===== src/rtl/decoder_seq_if.sv =====
// Command/status bundle between a scan controller and the decoder address sequencer.
// The master issues scan commands; the slave (sequencer) drives the decoder address.
interface decoder_seq_if #(
  parameter int ADDR_W  = 4,
  parameter int DWELL_W = 4
);
  logic              start_valid;
  logic              start_ready;
  logic [ADDR_W-1:0] start_addr;
  logic [ADDR_W:0]   count;
  logic              dir;
  logic [DWELL_W-1:0] dwell;
  logic              abort;
  logic [ADDR_W-1:0] A;
  logic              a_valid;
  logic              busy;
  logic              done;
  logic              last;

  modport master (
    output start_valid, start_addr, count, dir, dwell, abort,
    input  start_ready, A, a_valid, busy, done, last
  );

  modport slave (
    input  start_valid, start_addr, count, dir, dwell, abort,
    output start_ready, A, a_valid, busy, done, last
  );
endinterface


===== src/rtl/decoder_seq.sv =====
// Address sequencer feeding a 4-to-16 row decoder: walks A through a modulo-16 range,
// holding each address dwell+1 cycles, with a one-cycle done pulse and abort.
module decoder_seq #(
  parameter int DWELL_W = 4,
  parameter int ADDR_W  = 4
) (
  input  logic          clk,
  input  logic          rst_n,
  decoder_seq_if.slave  bus
);

  typedef enum logic [1:0] {
    IDLE = 2'd0,
    RUN  = 2'd1,
    DONE = 2'd2
  } state_t;

  state_t             state_reg, state_next;
  logic [ADDR_W-1:0]  addr_reg, addr_next;
  logic [ADDR_W:0]    remaining_reg, remaining_next;
  logic               dir_reg, dir_next;
  logic [DWELL_W-1:0] dwell_reg, dwell_next;
  logic [DWELL_W-1:0] dwell_cnt_reg, dwell_cnt_next;

  logic               accept;
  logic [ADDR_W-1:0]  addr_step;

  assign accept    = (state_reg == IDLE) && bus.start_valid;
  // Natural ADDR_W-bit wrap gives 15+1=0 and 0-1=15 without extra logic.
  assign addr_step = dir_reg ? (addr_reg - 1'b1) : (addr_reg + 1'b1);

  always_ff @(posedge clk or negedge rst_n) begin
    if (!rst_n) begin
      state_reg     <= IDLE;
      addr_reg      <= '0;
      remaining_reg <= '0;
      dir_reg       <= 1'b0;
      dwell_reg     <= '0;
      dwell_cnt_reg <= '0;
    end else begin
      state_reg     <= state_next;
      addr_reg      <= addr_next;
      remaining_reg <= remaining_next;
      dir_reg       <= dir_next;
      dwell_reg     <= dwell_next;
      dwell_cnt_reg <= dwell_cnt_next;
    end
  end

  always_comb begin
    state_next     = state_reg;
    addr_next      = addr_reg;
    remaining_next = remaining_reg;
    dir_next       = dir_reg;
    dwell_next     = dwell_reg;
    dwell_cnt_next = dwell_cnt_reg;

    case (state_reg)
      IDLE: begin
        if (accept) begin
          remaining_next = bus.count;
          dir_next       = bus.dir;
          dwell_next     = bus.dwell;
          dwell_cnt_next = bus.dwell;
          if (bus.count == '0) begin
            // Empty scan: A keeps its previous value and only done is reported.
            state_next = DONE;
          end else begin
            addr_next  = bus.start_addr;
            state_next = RUN;
          end
        end
      end

      RUN: begin
        if (bus.abort) begin
          state_next = IDLE;
        end else if (dwell_cnt_reg == '0) begin
          if (remaining_reg > 1) begin
            addr_next      = addr_step;
            remaining_next = remaining_reg - 1'b1;
            dwell_cnt_next = dwell_reg;
          end else begin
            state_next = DONE;
          end
        end else begin
          dwell_cnt_next = dwell_cnt_reg - 1'b1;
        end
      end

      DONE: begin
        state_next = IDLE;
      end

      default: begin
        state_next = IDLE;
      end
    endcase
  end

  // Status is decoded straight from the state register so reset clears it at once.
  assign bus.A           = addr_reg;
  assign bus.start_ready = (state_reg == IDLE);
  assign bus.a_valid     = (state_reg == RUN);
  assign bus.busy        = (state_reg == RUN);
  assign bus.done        = (state_reg == DONE);
  assign bus.last        = (state_reg == RUN) && (remaining_reg == 1);

endmodule


===== src/flat_wrapper.sv =====
// flat-port wrapper written by rule: the top's interface ports become plain ports
module decoder_seq_flat 
#(
  parameter int DWELL_W = 4,
  parameter int ADDR_W  = 4
)
  (clk, rst_n, bus_start_valid, bus_start_addr, bus_count, bus_dir, bus_dwell, bus_abort, bus_start_ready, bus_A, bus_a_valid, bus_busy, bus_done, bus_last);
  decoder_seq_if #(.ADDR_W(ADDR_W), .DWELL_W(DWELL_W)) bus_i ();
  input  logic clk;
  input  logic rst_n;
  input wire logic [$bits(bus_i.start_valid)-1:0] bus_start_valid;
  input wire logic [$bits(bus_i.start_addr)-1:0] bus_start_addr;
  input wire logic [$bits(bus_i.count)-1:0] bus_count;
  input wire logic [$bits(bus_i.dir)-1:0] bus_dir;
  input wire logic [$bits(bus_i.dwell)-1:0] bus_dwell;
  input wire logic [$bits(bus_i.abort)-1:0] bus_abort;
  output wire logic [$bits(bus_i.start_ready)-1:0] bus_start_ready;
  output wire logic [$bits(bus_i.A)-1:0] bus_A;
  output wire logic [$bits(bus_i.a_valid)-1:0] bus_a_valid;
  output wire logic [$bits(bus_i.busy)-1:0] bus_busy;
  output wire logic [$bits(bus_i.done)-1:0] bus_done;
  output wire logic [$bits(bus_i.last)-1:0] bus_last;
  assign bus_i.start_valid = bus_start_valid;
  assign bus_i.start_addr = bus_start_addr;
  assign bus_i.count = bus_count;
  assign bus_i.dir = bus_dir;
  assign bus_i.dwell = bus_dwell;
  assign bus_i.abort = bus_abort;
  assign bus_start_ready = bus_i.start_ready;
  assign bus_A = bus_i.A;
  assign bus_a_valid = bus_i.a_valid;
  assign bus_busy = bus_i.busy;
  assign bus_done = bus_i.done;
  assign bus_last = bus_i.last;
  decoder_seq #(.DWELL_W(DWELL_W), .ADDR_W(ADDR_W)) u_core (.clk(clk), .rst_n(rst_n), .bus(bus_i));
endmodule

===== config.mk =====
export PLATFORM = sky130hd
export DESIGN_NAME = decoder_seq_flat
export DESIGN_NICKNAME = d
export VERILOG_FILES = /design/src/rtl/decoder_seq_if.sv /design/src/rtl/decoder_seq.sv /design/src/flat_wrapper.sv
export SDC_FILE = /design/constraint.sdc
export NUM_CORES = 1
export LEC_CHECK = 0
export BUFFER_PORTS_ARGS = -buffer_cell sky130_fd_sc_hd__buf_4
export CORE_MARGIN = 3
export CORE_UTILIZATION = 58
export DETAILED_ROUTE_END_ITERATION = 10
export GPL_TIMING_DRIVEN = 0
export PLACE_DENSITY_LB_ADDON = 0.08
export SLEW_MARGIN = 20
export SYNTH_ARGS = -nofsm -noshare
export SYNTH_HDL_FRONTEND = slang
export SYNTH_SLANG_ARGS = --single-unit

===== constraint.sdc =====
create_clock -name clk -period 4.92 [get_ports clk]
set_input_delay 0.492 -clock clk [delete_from_list [all_inputs] [get_ports clk]]
set_output_delay 0.492 -clock clk [all_outputs]
set_load 0.05 [all_outputs]

# [Word-level counts from Yosys, hierarchy flattened]
# Cells that the tools add are included.
[word_totals] register_bits=20 out_inout_bits=9
[op_classes] mux=23 addsub=4 n_eq_ne=11 order_cmp=1 n_reduce_logical=11
[op_table] cell="4-bit two-way mux" count=10
[op_table] cell="5-bit two-way mux" count=4
[op_table] cell="4-bit one-hot mux with 2 select lines" count=2
[op_table] cell="2-bit two-way mux" count=5
[op_table] cell="5-bit one-hot mux with 2 select lines" count=1
[op_table] cell="4-bit by 1-bit subtractor with 4-bit output, second input constant" count=2
[op_table] cell="2-bit by 1-bit inequality test with 1-bit output, second input constant" count=3
[op_table] cell="3-bit inequality test, second input constant" count=2
[op_table] cell="6-bit AND reduction" count=1
[op_table] cell="5-bit by 1-bit equality test with 1-bit output, second input constant" count=1
[op_table] cell="5-bit by 1-bit > comparator with 1-bit output, second input constant" count=1
[op_table] cell="5-bit zero test" count=1
[op_table] cell="5-bit AND reduction" count=1
[op_table] cell="5-bit by 1-bit subtractor with 5-bit output, second input constant" count=1
[op_table] cell="4-bit by 1-bit adder with 4-bit output, second input constant" count=1
[op_table] cell="4-bit zero test" count=1
[op_table] cell="2-bit inequality test, second input constant" count=2
[op_table] cell="2-bit one-hot mux with 2 select lines" count=1
[op_table] cell="4-bit AND reduction" count=1
[op_table] cell="3-bit by 2-bit inequality test with 1-bit output, second input constant" count=1
[op_table] cell="3-bit AND reduction" count=1
[op_table] cell="2-bit by 1-bit equality test with 1-bit output, second input constant" count=1
[op_table] cell="2-bit equality test, second input constant" count=1
[op_table] cell="1-bit logical AND" count=2
[op_table] cell="other kinds (3)" count=3

# [Longest topological paths before layout]
# Gate-level depths: netlist (run 1).
[logic_depth] depth_word=6 depth_mapped=8 mapped_depth_nobuf=6

# [Least setup slack after synthesis (run 1)]
# Ideal clock, no wire load.
[synth_timing] path_type="register -> output" from="reg u_core.state_reg[0]" to="out bus_last" stages_incl_launch_ff=7 arrival_ps=1805 setup_slack_ps=2623 path_cell_list="dfrtp_1 clkbuf_1 nand2b_1 clkbuf_1 inv_1 buf_2 and3_1"
[synth_between] elab_chain_cells=2
[synth_rtl] element="start: declaration" line="decoder_seq.sv:18" source="state_t state_reg, state_next;"
[synth_rtl] element="start signal: assignment" line="decoder_seq.sv:41" source="state_reg <= state_next;"
[synth_rtl] element="2-bit by 1-bit equality test with 1-bit output"
[synth_rtl] element="via bus_a_valid" line="flat_wrapper.sv:19" source="output wire logic [$bits(bus_i.a_valid)-1:0] bus_a_valid;"
[synth_rtl] element="1-bit logical AND" line="decoder_seq.sv:107" source="assign bus.last = (state_reg == RUN) && (remaining_reg == 1);"
[synth_rtl] element="end: declaration" line="flat_wrapper.sv:22" source="output wire logic [$bits(bus_i.last)-1:0] bus_last;"
# The timed path passes the listed nets, and every way through them passes these cells.

# [Worst setup path in the final report (run 1)]
[layout_timing] from="reg u_core.state_reg[0]" to="out bus_last"
[layout_between] elab_chain_cells=2
[layout_rtl] element="2-bit by 1-bit equality test with 1-bit output" line="decoder_seq.sv:107"
[layout_rtl] element="1-bit logical AND" line="decoder_seq.sv:107"
# No other way between the ends.

==> results of run 1 <==
worst max-delay path: stages (launching register included):
cell and delay, ns:
dfrtp_1 0.38, clkbuf_1 0.20, nand2b_1 0.15, clkbuf_1 0.39, inv_1 0.15, buf_2 0.22, and3_1 0.18, buf_4 0.18
power by group through the flow:
stage               registers [W]  logic, W  clock network, W
global route             0.000302  0.000504          0.000108
detailed placement       0.000296  0.000456                 0
CTS                      0.000293  0.000456         0.0000995
finish                   0.000295  0.000459         0.0000966
floorplan                0.000339  0.000288                 0
global placement         0.000291  0.000434                 0
cells in the final DEF (no fill, tap or decap), types with 2 or more instances in the layout:
master | Yosys | routed
buf_4 | 1 | 27
dfrtp_1 | 20 | 20
nand2_1 | 16 | 16
nor2_1 | 15 | 15
inv_1 | 13 | 13
a21oi_1 | 11 | 11
clkbuf_1 | 6 | 6
o21ai_0 | 6 | 6
and3_1 | 5 | 5
ha_1 | 5 | 5
nor3_1 | 4 | 4
a31oi_1 | 3 | 3
a221oi_1 | 3 | 3
mux2_2 | 3 | 3
clkbuf_4 | 0 | 3
nand2b_1 | 2 | 2
o21bai_1 | 2 | 2
nor3b_1 | 2 | 2
nand3_1 | 2 | 2
o32ai_1 | 2 | 2
o2bb2ai_1 | 2 | 2
or2b_1 | 2 | 2
o221ai_1 | 2 | 2
final cells by class:
cell class	count	area share [%]
inverter	13	3.03
buffer	9	2.87
timing repair buffer	26	12.1
multi-input combinational	111	46.5
tap	27	2.10
sequential	20	31.1
clock buffer	4	2.25
logic make-up after synthesis:
kind of cell | synth area share [%]
simple gates | 22.5
compound gates | 22.3
buf+inv | 7.07
flops | 37.2
fa+ha+maj | 6.14
mux | 4.09
xor+xnor | 0.651
metal layers:
metal,vias to the layer above,wire [µm]
met5,-,0
met4,0,50
met3,8,150
met2,44,1530
met1,575,1510
li1,611,-
worst max-delay path by stage:
stage | endpoint | slack, ns | cells past startpoint
2_1_floorplan | bus_last | 2.62 | 6
3_3_place_gp | u_core.bus.A[2] | 2.54 | 7
3_5_place_dp | u_core.bus.A[2] | 2.51 | 7
4_1_cts | bus_last | 2.29 | 7
5_1_grt | bus_last | 2.11 | 7
6_report | bus_last | 2.27 | 7
through the flow:
step / power, W / util, %
floorplan: 0.000626 / -
global placement: 0.000725 / 75.6
detailed placement: 0.000752 / 75.6
CTS: 0.000849 / 77.3
global route: 0.000913 / 77.3
finish: 0.000850 / 77.3
==> flow_summary.ini, run 1 <==
[timing]
final.hold.worst_slack_ns = 0.0509
timing.final.crit_period_ns = 2.65
final_min_period_over_clock_period_pct = 53.9
hold_violations = 0
fin_ws_ns = 2.27
maxSlewViolCount = 0
fin_tns_setup_ns = 0
final_number_of_setup_violating_endpoints = 0
grt_setup_unrepaired = no
timing.max_slew.rel_slack_pct = 60.2
clock-skew-final_ns = 0.00217
worst_pin_slew_ns = 0.593
max_clock_freq_ghz = 0.377

[yosys]
synth_sequential_area_ratio_pct = 37.2
synthDistinctLibCells = 48
syn_avg_cell_area_um2 = 8.79
postSynthRegisterBits = 20
yosysTopAreaCellShare_pct = 37.2
synth_cells = 153
post-synth-top-count-cell = dfrtp_1
synth_largest_area_cell = dfrtp_1
area_contributors_post_synth = dfrtp_1, ha_1, nand2_1
synth_common_cells = dfrtp_1, nand2_1, nor2_1, inv_1, a21oi_1
synth-async-reset-ratio_pct = 100
syn_area_um2 = 1350
synth_fp_nets = 177
ys_warns = 0
synth-main-ff-cell = dfrtp_1
synth-edff-count = 0

[clock_network]
cts_setup_buffers = 0
cts.path.max_buffers = 2
clk_pin_slew_ns = 0.12
tritoncts = yes
postCtsHoldBufs = 0
clock_latency_ns = 0.30
htreeDepth = 1
cts_inserted_buffers = 3
clock-root-buffer = clkbuf_4
cts-resized-gates = 0
numClockSinks = 20

[die]
dieWidth_um = 54.2
floorplan.initialDensity_pct = 64.6
dieArea_um2 = 2930
fp-row-count = 16
chipHeight_um = 54.2
fp.coreArea_um2 = 2080
design.portCount = 27

[cells_and_area]
largest_register_ffs = 5
finalNetCount = 208
n_antenna_cell = 0
syn2layout_area_growth_pct = 19.7
fraction_of_final_layout_cells_with_drive_strength_greater_than_1_pct = 24.0
instances_no_fill = 210
layout.area.seq_um2 = 500
area_taken_by_multi_input_logic_gates_um2 = 749
num-fill-cells = 156
stdcell_area_um2 = 1610

[grt]
gr-total-overflow = 0
antenna_found_initial = 0
groute.layer.met1.usage_pct = 34.3
global_route.usage.met3_pct = 2.49
most_crowded_layer_gr = met2
pin_count_of_the_biggest_net_entering_global_routing = 21
first_global_vias = 1197
use_met2_pct = 38.8
grt_util_all_layers_pct = 24.6
grt_pass1_wl_um = 5260

[drt]
drt-wirelength-per-cell_um = 15.4
routed_wirelength_um = 3240
initialDrtViolationCount = 30
drt-vias-per-instance = 5.90
drt_first_pass_iters = 4
number_of_antenna_violating_nets_in_the_routed_design = 0
route.detailed.drc = 0
vias = 1238

[placement]
port-buffer-count = 26
pre_cts_ws_ns = 2.51
dp_hpwl_um = 2430
placed_area_um2 = 1570
post-place-cells = 206
finalWeightedCongestion = 0.905

[pwr]
power.net_switching_w = 0.000387
p_int_w = 0.000463
power.clock.fraction_pct = 11.4
logic_gate_share_of_total_power_pct = 54.0
netSwitchingFraction_pct = 45.5
leakage_nw = 0.772
seq_power_share_pct = 34.7
power_density_nw_per_um2 = 528
irDropWorstVdd_mv = 0.334

[worst_setup_path]
regToRegSetupSlack_ns = 2.45
crit_type = register to output port
start_kind = register
critical_path.startpoint = u_core.state_reg[0]
critical_path.max_fanout = 11
r2r-start = u_core.dwell_cnt_reg[0]
timing.critical_path.arrival_ns = 2.16
cp-end-kind = output port
cp.required_ns = 4.43
r2r_end = u_core.bus.A[2]
rr_worst_depth = 7

[outcome]
status = complete, no violations

[worst_hold_path]
hold_path_class = input pin to asynchronous set/reset pin

[job]
timing.max_cap.violations = 0
Note: power is estimated with default switching activity, not from simulation.
==> inputs of run 2 (changes only) <==
Settings changed: CORE_UTILIZATION 58 to 54.
Clock period 4.92 ns to 2.5 ns, I/O delays scaled along.
==> run 2 against run 1 <==
Effect of this change: core utilization fell by 7.0 points; non-clock buffer count is the same; highest routed layer unchanged; via count is 3.3% higher; setup slack worse by 2.1 ns; sequential power grew 100%; first-iteration DRC count up 23%; sequential share of layout area shrank 0.12 points; hold slack improved by 0.093 ns.
==> flow_summary.ini, run 2 (synthesis results as in run 1) <==
[outcome]
status = complete, no violations

[die]
floorplan.initialDensity_pct = 58.6
design.portCount = 27
dieWidth_um = 55.9
dieArea_um2 = 3130
chipHeight_um = 55.9
fp-row-count = 17
fp.coreArea_um2 = 2300

[job]
timing.max_cap.violations = 0

[drt]
route.detailed.drc = 0
drt_first_pass_iters = 4
vias = 1279
number_of_antenna_violating_nets_in_the_routed_design = 0
drt-wirelength-per-cell_um = 15.9
drt-vias-per-instance = 6.09
routed_wirelength_um = 3330
initialDrtViolationCount = 37

[pwr]
irDropWorstVdd_mv = 0.632
total_power_w = 0.00166
leakage_nw = 0.767
power_density_nw_per_um2 = 1030

[cells_and_area]
fraction_of_final_layout_cells_with_drive_strength_greater_than_1_pct = 24.7
instances_no_fill = 210
n_antenna_cell = 0
num-fill-cells = 178
finalNetCount = 208
mostFrequentLayoutCell = buf_4
largest_register_ffs = 5
syn2layout_area_growth_pct = 20.2
layout_common_cells = buf_4, dfrtp_1, nand2_1, nor2_1, inv_1
utilization_of_the_core_after_routing_pct = 70.4

[clock_network]
cts.path.max_buffers = 2
clock_latency_ns = 0.30
cts_setup_buffers = 0
cts_inserted_buffers = 3
numClockSinks = 20
htreeDepth = 1
clock-root-buffer = clkbuf_4
tritoncts = yes
clk_pin_slew_ns = 0.12

[worst_setup_path]
cp-end-kind = register
timing.critical_path.buf_inv = 2
cp.required_ns = 2.68
critical_path.max_stage_delay_ns = 0.44
timing.critical_path.arrival_ns = 2.53
crit_type = register to register
critical_path.max_fanout = 10
rr_worst_depth = 7
cp_cell_sequence = inv_2 > ha_4 > or3b_4 > a2111o_1 > buf_6 > a21oi_4 > mux2_1
worst-path-stages = 7
crit_family = compound AO/OA/AOI/OAI gates
start_kind = register
cp_slowest_cell = dfrtp_1

[timing]
timing.final.crit_period_ns = 2.35
max_clock_freq_ghz = 0.426
fin_tns_setup_ns = 0
fin_ws_ns = 0.153
grt_setup_unrepaired = no
final_min_period_over_clock_period_pct = 93.9
hold_violations = 0
worst_pin_slew_ns = 0.583
clock-skew-final_ns = 0.0103
final_number_of_setup_violating_endpoints = 0
timing.max_slew.rel_slack_pct = 60.8
maxSlewViolCount = 0

[placement]
pre_cts_ws_ns = 0.0619
port-buffer-count = 26
post-place-cells = 207
dp_hpwl_um = 2480
finalWeightedCongestion = 0.843

[grt]
pin_count_of_the_biggest_net_entering_global_routing = 21
antenna_found_initial = 0
gr-total-overflow = 0
grt_pass1_wl_um = 5750
first_global_vias = 1307
grt_util_all_layers_pct = 22.6

[worst_hold_path]
hold_path_class = input pin to register
timing.hold.worst_path_depth = 3
## run 2: layout make-up
cell class	instances	area, µm²	area share [%]
Timing Repair Buffer	27	205	12.7
Multi-Input combinational cell	111	762	47.1
Sequential cell	20	500	31.0
Clock buffer	3	22.5	1.39
Buffer	8	42.5	2.63
Inverter	13	48.8	3.02
Tap cell	28	35.0	2.17
## run 2: path summary, 6_finish.rpt
path / from / endpoint / slack [ns]
setup / recovery: u_core.dwell_cnt_reg[0] / u_core.bus.A[2] / 0.15
hold / removal: bus_dwell[0] / u_core.dwell_reg[0] / 0.14
setup reg to reg: u_core.dwell_cnt_reg[0] / u_core.bus.A[2] / 0.15
hold reg to reg: u_core.dwell_reg[3] / u_core.dwell_reg[3] / 0.49
max in group asynchronous: rst_n / u_core.dwell_reg[1] / 1.92
min in group asynchronous: rst_n / u_core.remaining_reg[1] / 0.35
## run 2: worst register-to-register path, cell delays in order, from the launching register on
cell      delay, ns
dfrtp_1        0.44
inv_2          0.11
ha_4           0.16
or3b_4         0.40
a2111o_1       0.42
buf_6          0.16
a21oi_4        0.21
mux2_1         0.35
## run 2: report_power, final
part           leakage, nW  internal [W]  switching, W  total (W)
Combinational        0.512      0.000383      0.000535   0.000919
Clock               0.0138     0.0000561     0.0000990   0.000155
Sequential           0.241      0.000449      0.000140   0.000589
Total                0.767      0.000889      0.000774    0.00166
## run 2: through the flow
stage	cell area [µm²]	hold slack (ns)
detailed placement	1580	0.149
floorplan	1350	-0.0456
global placement	1580	0.144
CTS	1610	0.137
finish	1620	0.144
global route	1620	0.151
## run 2: what timing repair did
action | in CTS | in global routing
resized for setup | 0 | 3
setup endpoints to repair | 0 | 3
hold endpoints to repair | 20 | 0
hold buffers | 1 | 0
## run 2: routing by layer
metal / part of all wire [%] / wire (µm) / GRT usage (%) / up-vias
li1: - / - / - / 611
met1: 41 / 1350 / 27.7 / 602
met2: 49 / 1640 / 39.0 / 57
met3: 8.5 / 283 / 3.71 / 9
met4: 1.7 / 58 / 9.49 / 0
met5: 0 / 0 / 0 / -
==> inputs of run 3 (changes only) <==
Settings changed: CORE_UTILIZATION 54 to 50, PLACE_DENSITY set to 0.74, PLACE_DENSITY_LB_ADDON 0.08 to unset.
==> run 3 against run 2 <==
Effect of this change: first-iteration DRC count is 73% higher; power rose by 1.2%; highest routed layer unchanged; setup slack got worse by 0.078 ns; fmax decreased by 3.2%; flip-flop and latch count unchanged.
==> flow_summary.ini, run 3 (synthesis results as in run 1) <==
[grt]
antenna_found_initial = 0
grt_pass1_wl_um = 5490
first_global_vias = 1239
gr-total-overflow = 0
pin_count_of_the_biggest_net_entering_global_routing = 21
grt_util_all_layers_pct = 21.1

[pwr]
power_density_nw_per_um2 = 1040
irDropWorstVdd_mv = 0.797
leakage_nw = 0.776

[timing]
timing.max_slew.rel_slack_pct = 58.2
timing.final.crit_period_ns = 2.42
fin_tns_setup_ns = 0
final_min_period_over_clock_period_pct = 97.0
grt_setup_unrepaired = no
max_clock_freq_ghz = 0.412
hold_violations = 0
maxSlewViolCount = 0
clock-skew-final_ns = 0.00332
worst_pin_slew_ns = 0.622
final_number_of_setup_violating_endpoints = 0

[placement]
finalWeightedCongestion = 0.871
dp_hpwl_um = 2420
port-buffer-count = 26
post-place-cells = 209

[die]
fp-row-count = 18
dieArea_um2 = 3350
floorplan.initialDensity_pct = 53.3
design.portCount = 27
fp.coreArea_um2 = 2520
chipHeight_um = 57.9
dieWidth_um = 57.9

[clock_network]
htreeDepth = 1
clk_pin_slew_ns = 0.12
cts_inserted_buffers = 3
tritoncts = yes
cts.path.max_buffers = 2
numClockSinks = 20
clock_latency_ns = 0.31
clock-root-buffer = clkbuf_4

[cells_and_area]
largest_register_ffs = 5
utilization_of_the_core_after_routing_pct = 64.4
fraction_of_final_layout_cells_with_drive_strength_greater_than_1_pct = 25.1
finalNetCount = 208
syn2layout_area_growth_pct = 20.7
n_antenna_cell = 0
mostFrequentLayoutCell = buf_4
layout_common_cells = buf_4, dfrtp_1, nand2_1, nor2_1, inv_1
num-fill-cells = 223
instances_no_fill = 213

[drt]
drt_first_pass_iters = 4
routed_wirelength_um = 3270
number_of_antenna_violating_nets_in_the_routed_design = 0
vias = 1228
drt-vias-per-instance = 5.77
initialDrtViolationCount = 64
drt-wirelength-per-cell_um = 15.3
route.detailed.drc = 0

[outcome]
status = complete, no violations

[worst_setup_path]
cp_slowest_cell = dfrtp_1
cp.required_ns = 2.70
start_kind = register
timing.critical_path.buf_inv = 2
cp-end-kind = register
critical_path.max_fanout = 10
critical_path.max_stage_delay_ns = 0.43
cp_cell_sequence = inv_1 > ha_2 > or3b_4 > a2111o_1 > buf_6 > a21oi_4 > mux2_1
crit_type = register to register
timing.critical_path.arrival_ns = 2.63
crit_family = compound AO/OA/AOI/OAI gates

[job]
timing.max_cap.violations = 0

[worst_hold_path]
hold_path_class = input pin to register
[run 3: cell types whose count changed in the layout (fill, tap and decap cells not counted), sizes merged]
| cell | before | now |
|---|---|---|
| clkbuf | 8 | 9 |
[run 3: power breakdown]
group          total (W)  switching [W]  internal, W
Combinational   0.000898       0.000524     0.000374
Sequential      0.000587       0.000137     0.000449
Clock           0.000198       0.000109    0.0000891
Total            0.00168       0.000770     0.000913
[run 3: layer usage]
metal	track usage, %	routed length [µm]	vias to the layer above
li1	-	-	607
met1	27.0	1500	575
met2	36.3	1530	35
met3	2.90	160	11
met4	7.95	76	0
met5	0	0	-
[run 3: cell type report]
type | count | area [µm²] | share of cell area, %
Clock buffer | 4 | 36.3 | 2.23
Inverter | 13 | 48.8 | 3.00
Buffer | 8 | 43.8 | 2.70
Timing Repair Buffer | 27 | 205 | 12.6
Tap cell | 30 | 37.5 | 2.31
Multi-Input combinational cell | 111 | 752 | 46.3
Sequential cell | 20 | 500 | 30.8
[run 3: timing repair]
item	CTS	global route
hold buffers	1	0
setup endpoints to repair	0	3
hold endpoints to repair	20	0
gates resized for setup	0	3
setup buffers	0	0
[run 3: worst paths after layout]
path | start | to | slack [ns] | depth (start not counted)
setup / recovery | u_core.dwell_cnt_reg[0] | u_core.bus.A[2] | 0.08 | 7
min in group asynchronous | rst_n | u_core.bus.A[1] | 0.33 | 2
max in group asynchronous | rst_n | u_core.remaining_reg[1] | 1.96 | 2
hold reg to reg | u_core.dwell_reg[1] | u_core.dwell_reg[1] | 0.51 | 2
setup reg to reg | u_core.dwell_cnt_reg[0] | u_core.bus.A[2] | 0.08 | 7
hold / removal | bus_dir | u_core.dir_reg | 0.13 | 3
[run 3: through the flow]
step	instance area [µm²]	setup slack (ns)	power (W)	hold slack, ns
floorplan	1350	0.263	0.00123	-0.0456
global placement	1580	0.107	0.00144	0.144
detailed placement	1580	0.0703	0.00148	0.146
CTS	1620	0.0259	0.00168	0.128
global route	1620	0.0126	0.00182	0.147
finish	1620	0.0753	0.00168	0.127
[run 3: worst reg2reg max path, stage by stage, from the launching register on]
cell and delay (ns):
dfrtp_1 0.43, inv_1 0.10, ha_2 0.23, or3b_4 0.42, a2111o_1 0.41, buf_6 0.15, a21oi_4 0.20, mux2_1 0.36
